[src/rtl/pipe_stage_reg.sv]
// ---------------------------------------------------------------------------
// pipe_stage_reg
//   Elastic pipeline stage register between two CPU pipeline stages. Carries
//   one control bundle and one data bundle under a valid/ready handshake,
//   supports a synchronous flush, and forces control to zero in bubbles.
//
//   Optional feature macro: PIPE_SKID_EN
//     defined   : two entries (main M + skid S), registered in_ready = ~S.valid
//     undefined : single entry, in_ready = ~out_valid | out_ready
//
// Ports
//   CLK        clock, rising edge
//   RSTN       asynchronous active-low reset
//   flush      synchronous squash of held beats and the beat presented now
//   in_valid   upstream beat present
//   in_ready   stage can accept a beat this cycle
//   in_ctrl    upstream control bundle  [CTRL_W]
//   in_data    upstream data bundle     [DATA_W]
//   out_valid  registered; beat held for downstream
//   out_ready  downstream accepts this cycle
//   out_ctrl   registered control, all-zero whenever out_valid=0
//   out_data   registered data, keeps its last value when out_valid=0
// ---------------------------------------------------------------------------
module pipe_stage_reg #(
  parameter int CTRL_W = 8,
  parameter int DATA_W = 128
) (
  input  logic              CLK,
  input  logic              RSTN,
  input  logic              flush,
  input  logic              in_valid,
  output logic              in_ready,
  input  logic [CTRL_W-1:0] in_ctrl,
  input  logic [DATA_W-1:0] in_data,
  output logic              out_valid,
  input  logic              out_ready,
  output logic [CTRL_W-1:0] out_ctrl,
  output logic [DATA_W-1:0] out_data
);

  typedef enum logic [1:0] {
    ST_EMPTY = 2'd0,
    ST_FULL  = 2'd1,
    ST_SKID  = 2'd2
  } state_e;

  state_e              state_q;
  logic                m_valid_q;
  logic [CTRL_W-1:0]   m_ctrl_q;
  logic [DATA_W-1:0]   m_data_q;
  logic                in_xfer;
  logic                out_xfer;

`ifdef PIPE_SKID_EN
  logic                s_valid_q;
  logic [CTRL_W-1:0]   s_ctrl_q;
  logic [DATA_W-1:0]   s_data_q;

  // Depends only on state, so out_ready never reaches in_ready.
  assign in_ready = ~s_valid_q;
`else
  assign in_ready = ~m_valid_q | out_ready;
`endif

  assign in_xfer  = in_valid & in_ready;
  assign out_xfer = m_valid_q & out_ready;

  assign out_valid = m_valid_q;
  assign out_ctrl  = m_ctrl_q;
  assign out_data  = m_data_q;

  always_ff @(posedge CLK or negedge RSTN) begin
    if (!RSTN) begin
      state_q   <= ST_EMPTY;
      m_valid_q <= 1'b0;
      m_ctrl_q  <= '0;
      m_data_q  <= '0;
`ifdef PIPE_SKID_EN
      s_valid_q <= 1'b0;
      s_ctrl_q  <= '0;
      s_data_q  <= '0;
`endif
    end else if (flush) begin
      // Data registers are left alone; only valid and control are squashed.
      // A beat leaving on this edge has already been taken downstream.
      state_q   <= ST_EMPTY;
      m_valid_q <= 1'b0;
      m_ctrl_q  <= '0;
`ifdef PIPE_SKID_EN
      s_valid_q <= 1'b0;
      s_ctrl_q  <= '0;
`endif
    end else begin
      case (state_q)
        ST_EMPTY: begin
          if (in_xfer) begin
            m_valid_q <= 1'b1;
            m_ctrl_q  <= in_ctrl;
            m_data_q  <= in_data;
            state_q   <= ST_FULL;
          end
        end
        ST_FULL: begin
          if (out_xfer && in_xfer) begin
            m_ctrl_q <= in_ctrl;
            m_data_q <= in_data;
          end else if (out_xfer) begin
            m_valid_q <= 1'b0;
            m_ctrl_q  <= '0;
            state_q   <= ST_EMPTY;
          end
`ifdef PIPE_SKID_EN
          else if (in_xfer) begin
            // Downstream stalled while upstream pushed: park the newer beat.
            s_valid_q <= 1'b1;
            s_ctrl_q  <= in_ctrl;
            s_data_q  <= in_data;
            state_q   <= ST_SKID;
          end
`endif
        end
`ifdef PIPE_SKID_EN
        ST_SKID: begin
          if (out_xfer) begin
            m_ctrl_q  <= s_ctrl_q;
            m_data_q  <= s_data_q;
            s_valid_q <= 1'b0;
            s_ctrl_q  <= '0;
            state_q   <= ST_FULL;
          end
        end
`endif
        default: begin
          state_q   <= ST_EMPTY;
          m_valid_q <= 1'b0;
          m_ctrl_q  <= '0;
        end
      endcase
    end
  end

endmodule

[config.mk]
export PLATFORM = sky130hd
export DESIGN_NAME = pipe_stage_reg
export DESIGN_NICKNAME = d
export VERILOG_FILES = /design/src/rtl/pipe_stage_reg.sv
export SDC_FILE = /design/constraint.sdc
export NUM_CORES = 1
export LEC_CHECK = 0
export BUFFER_PORTS_ARGS = -buffer_cell sky130_fd_sc_hd__buf_2
export CAP_MARGIN = 20
export CORE_UTILIZATION = 47
export DETAILED_ROUTE_END_ITERATION = 8
export HOLD_SLACK_MARGIN = 0.05
export PLACE_DENSITY = 0.9
export SYNTH_ARGS = -nofsm -noshare
export SYNTH_HDL_FRONTEND = slang
export SYNTH_SLANG_ARGS = --single-unit
export TNS_END_PERCENT = 5
[constraint.sdc]
create_clock -name CLK -period 1.8 [get_ports CLK]
set_clock_uncertainty 0.05 [all_clocks]
set_input_delay 0.09 -clock CLK [delete_from_list [all_inputs] [get_ports CLK]]
set_output_delay 0.09 -clock CLK [all_outputs]
set_load 0.02 [all_outputs]
==> results.md <==
- For the worst flop-to-flop path, the logic depth is 5.
- The number of nets in the layout is 906.
- The count of buffers from port buffering is 278.
- Among all flip-flop cells after synthesis, the most frequent one is sky130_fd_sc_hd__dfrtp_1.
- The worst register-to-register path has a setup slack of 50 ps.
- The switching portion of total power is 29.8%.
- The startpoint of the worst setup timing path is out_valid.
- In this run the worst setup path terminates at out_ctrl[1].
- The via count of the first global-routing pass is 5384.
- In this run the clock root is driven by a sky130_fd_sc_hd__clkbuf_16.
- The hold violation count in the final report is 0.
- Setup violations remaining at the end of the flow were counted as 0.
- The minimum clock period after layout is 1750 ps.
- For the worst setup path, the data arrival time is 1990 ps.
- The number of instances in the synthesized netlist is 321.
- The proportion of power drawn by the clock network is 35.7%.
- Power spread over the standard cell area amounts to 1100 mW/mm^2.
- After detailed placement, the design holds a cell count of 769.
- The worst setup path is captured at a flip-flop.
- Row generation in the floorplan step produced 40 rows.
- The net switching power of the design is 0.00312 W.
- The final design area excluding fillers is 0.00957 sq mm.
- Once the floorplan was initialized, standard cells occupied 48.8% of the core.
- The global routing usage summed across all routing layers is 30.2%.
- TritonCTS created 17 clock buffers.
- TritonCTS built the clock tree.
- The worst register-to-register path begins at out_valid.
- The insertion delay of the later-clocked pin in the worst-skew pair is 420 ps.
- Summing over every cut layer, the via total after detailed routing is 4731.
- For the pin with the worst max-slew slack, the measured transition is 399 ps.
- The floorplan step defined a core boundary enclosing 0.0121 sq mm.
- After global routing the overflow that remains totals 0.
- No sink is reached through more buffers than the 2 on the longest clock path.
- When the netlist entered floorplanning its net count stood at 462.
- Derived from the worst setup path, the maximum achievable clock frequency is 573 MHz.
- The standard cell area after detailed placement is 0.00744 sq mm.
- Sequential cells were found to cover 58.0% of the synthesized design area.
- At the worst endpoint, the required time is 2050 ps.
- The first-pass GRT wire length is 28700 um.
- The post-route fraction of the period consumed by the critical path is 97.0%.
- The worst flop-to-flop path endpoint is out_ctrl[1].
- Once detailed placement completed, the half-perimeter wirelength came to 10200 um.
- The distinct cell type count after synthesis is 16.
- The total iterations of the first detailed-routing run is 5.
- The worst-case setup slack after placement is 95.1 ps.
- 279 I/O pins were placed.
- The H-tree was split into 4 levels.
- The width of the die is 114 um.
- Dividing the detail-routed wire length by the instance count gives 20.3 um.
- The number of synthesized flops with an enable pin is 0.
- Setup slack on the critical path of the routed design comes to 53.5 ps.
- The layout cell share with drive strength beyond 1 is 60.5%.
- Ranked by total cell area, the synthesized netlist is headed by sky130_fd_sc_hd__dfrtp_1 (58%), sky130_fd_sc_hd__mux2_4 (31%), sky130_fd_sc_hd__buf_12 (4.4%).
- The post-detailed-route DRC marker count is 0.
- The total of max-cap violations is 0.
- After clock tree synthesis, the clock-pin slew on the worst setup and hold paths is 60 ps.
- In the post-synthesis netlist, the cell with the most instances is sky130_fd_sc_hd__dfrtp_1.
- The relative max-transition margin is 73.4%.
- The max-slew violation count is 0.
- The beginning of the worst hold path is in_valid.
- In this run the static leakage power is 4.81 nW.
- The worst-case vdd ir drop is 0.704 mV.
- Setup repair after global routing left no endpoint under its margin.
- Combinational logic burns 26.7% of the power.
- The total wire length after detailed routing is 19300 um.
- The part of the total power dissipated in sequential elements is 37.5%.
- The floorplan die area is 0.0130 sq mm.
- The maximum fanout along the worst path is 10.
- In this run the remaining antenna-violating nets after routing total 0.
- Summed over all instances, the cell type with the most area after synthesis is sky130_fd_sc_hd__dfrtp_1.
- The number of synthesis warnings is 0.
- Entering global routing, the biggest net connects 75 pins.
- Synthesis inferred 137 register bits.
- The startpoint type of the worst setup path is a flip-flop.
- The flow ran to the end, and the final reports show no timing, DRC or antenna violations.
- The floorplan die height is 114 um.
- The number of standard cells in the layout, taps in and fillers out is 948.
- The type of the setup path with the least slack is reg2reg.
- The final sum of negative setup slack is 0 ps.
- The detailed router finished its first iteration with 247 violations.
- The netlist area before placement is 0.00591 sq mm.
- The number of antenna violations at the first check in global routing is 2.
- The share of Yosys cell area claimed by the top area cell type is 58.0%.
- The commonest cells after synthesis are sky130_fd_sc_hd__dfrtp_1 (137), sky130_fd_sc_hd__mux2_4 (120), sky130_fd_sc_hd__buf_12 (13).
- The fraction of registers with async set/reset is 100%.
- The signed area change from the synthesized netlist to the final layout is 62.0%.
- The kind of path behind the tightest hold check is in2reg.
- Routability-driven placement finished with a final weighted congestion of 0.740.
- The sum of internal, switching and leakage power is 0.0105 W.
- The number of sinks handled by clock tree synthesis is 137.
- The via density per instance is 4.99.
- Cell internal power was estimated by the tool at 0.00737 W.
- A synthesized cell averages 18.4 sq um.
worst max-delay path: stages, from the launching register on:
cell	delay (ps)
sky130_fd_sc_hd__dfrtp_1	380
sky130_fd_sc_hd__nor2b_4	140
sky130_fd_sc_hd__buf_6	160
sky130_fd_sc_hd__a32oi_2	200
sky130_fd_sc_hd__a21oi_1	100
sky130_fd_sc_hd__dlygate4sd3_1	590
cells in the final DEF (no fill, tap or decap), drive strengths merged, types with 4 or more instances in the layout:
cell type and count:
a32oi 8, a21oi 8, buf 299, clkbuf 19
dfrtp 137, or2 8, mux2 128, dlygate4sd3 145
bufinv 4, mux2i 8, clkinvlp 4
cell type report:
cell class / count / area, sq um
inverters: 1 / 3.75
diodes: 2 / 5.00
flip-flops and latches: 137 / 3430
well taps: 168 / 210
multi-input cells: 164 / 2190
fillers: 679 / 2540
repair buffers: 444 / 3090
clock inverters: 13 / 194
clock buffers: 19 / 443
stage by stage:
| step | utilization (%) | hold slack [ps] |
|---|---|---|
| after floorplan | - | -256 |
| after global routing | 79.0 | 189 |
| final | 79.0 | 190 |
| after detailed placement | 61.5 | 58.1 |
| after global placement | 61.5 | 48.7 |
| after CTS | 78.7 | 135 |
sequential cells by signal, summed over array words and instances (netlist names):
signal / count
out_ctrl: 8
out_valid: 1
out_data: 128
metal layers:
layer	GRT usage, %	vias up	share of wire [%]
li1	-	2029	-
met5	0	-	0
met3	7.78	95	5.7
met2	55.0	284	55
met4	21.2	0	5.9
met1	29.7	2323	34
power by group through the flow:
stage,sequential [W],combinational (W),clock (W)
detailed placement,0.00393,0.00247,0
CTS,0.00390,0.00273,0.00376
finish,0.00394,0.00281,0.00375
global route,0.00398,0.00293,0.00392
global placement,0.00389,0.00240,0
floorplan,0.00454,0.000940,0
cell families (layout without fill, tap and decap cells):
| group | after synthesis | count (layout) | synth area share (%) |
|---|---|---|---|
| compound gates | 16 | 16 | 1.86 |
| buf+inv | 20 | 477 | 5.19 |
| flops | 137 | 137 | 58.0 |
| mux | 136 | 136 | 33.4 |
| other cells | 0 | 2 | 0 |
| simple gates | 12 | 12 | 1.53 |
worst min-delay path by stage:
stage,cells past startpoint,endpoint
2_1_floorplan,0,out_ctrl[0]
3_3_place_gp,2,out_data[121]
3_5_place_dp,2,out_data[121]
4_1_cts,4,out_valid
5_1_grt,4,out_valid
6_report,4,out_valid
what timing repair did:
| item | 4_1_cts | 5_1_grt |
|---|---|---|
| hold endpoints to repair | 274 | 0 |
| buffers inserted | 0 | 0 |
| resized for setup | 0 | 5 |
| setup endpoints to repair | 0 | 4 |
| hold buffers | 145 | 0 |
Note: power is estimated with default switching activity, not from simulation.
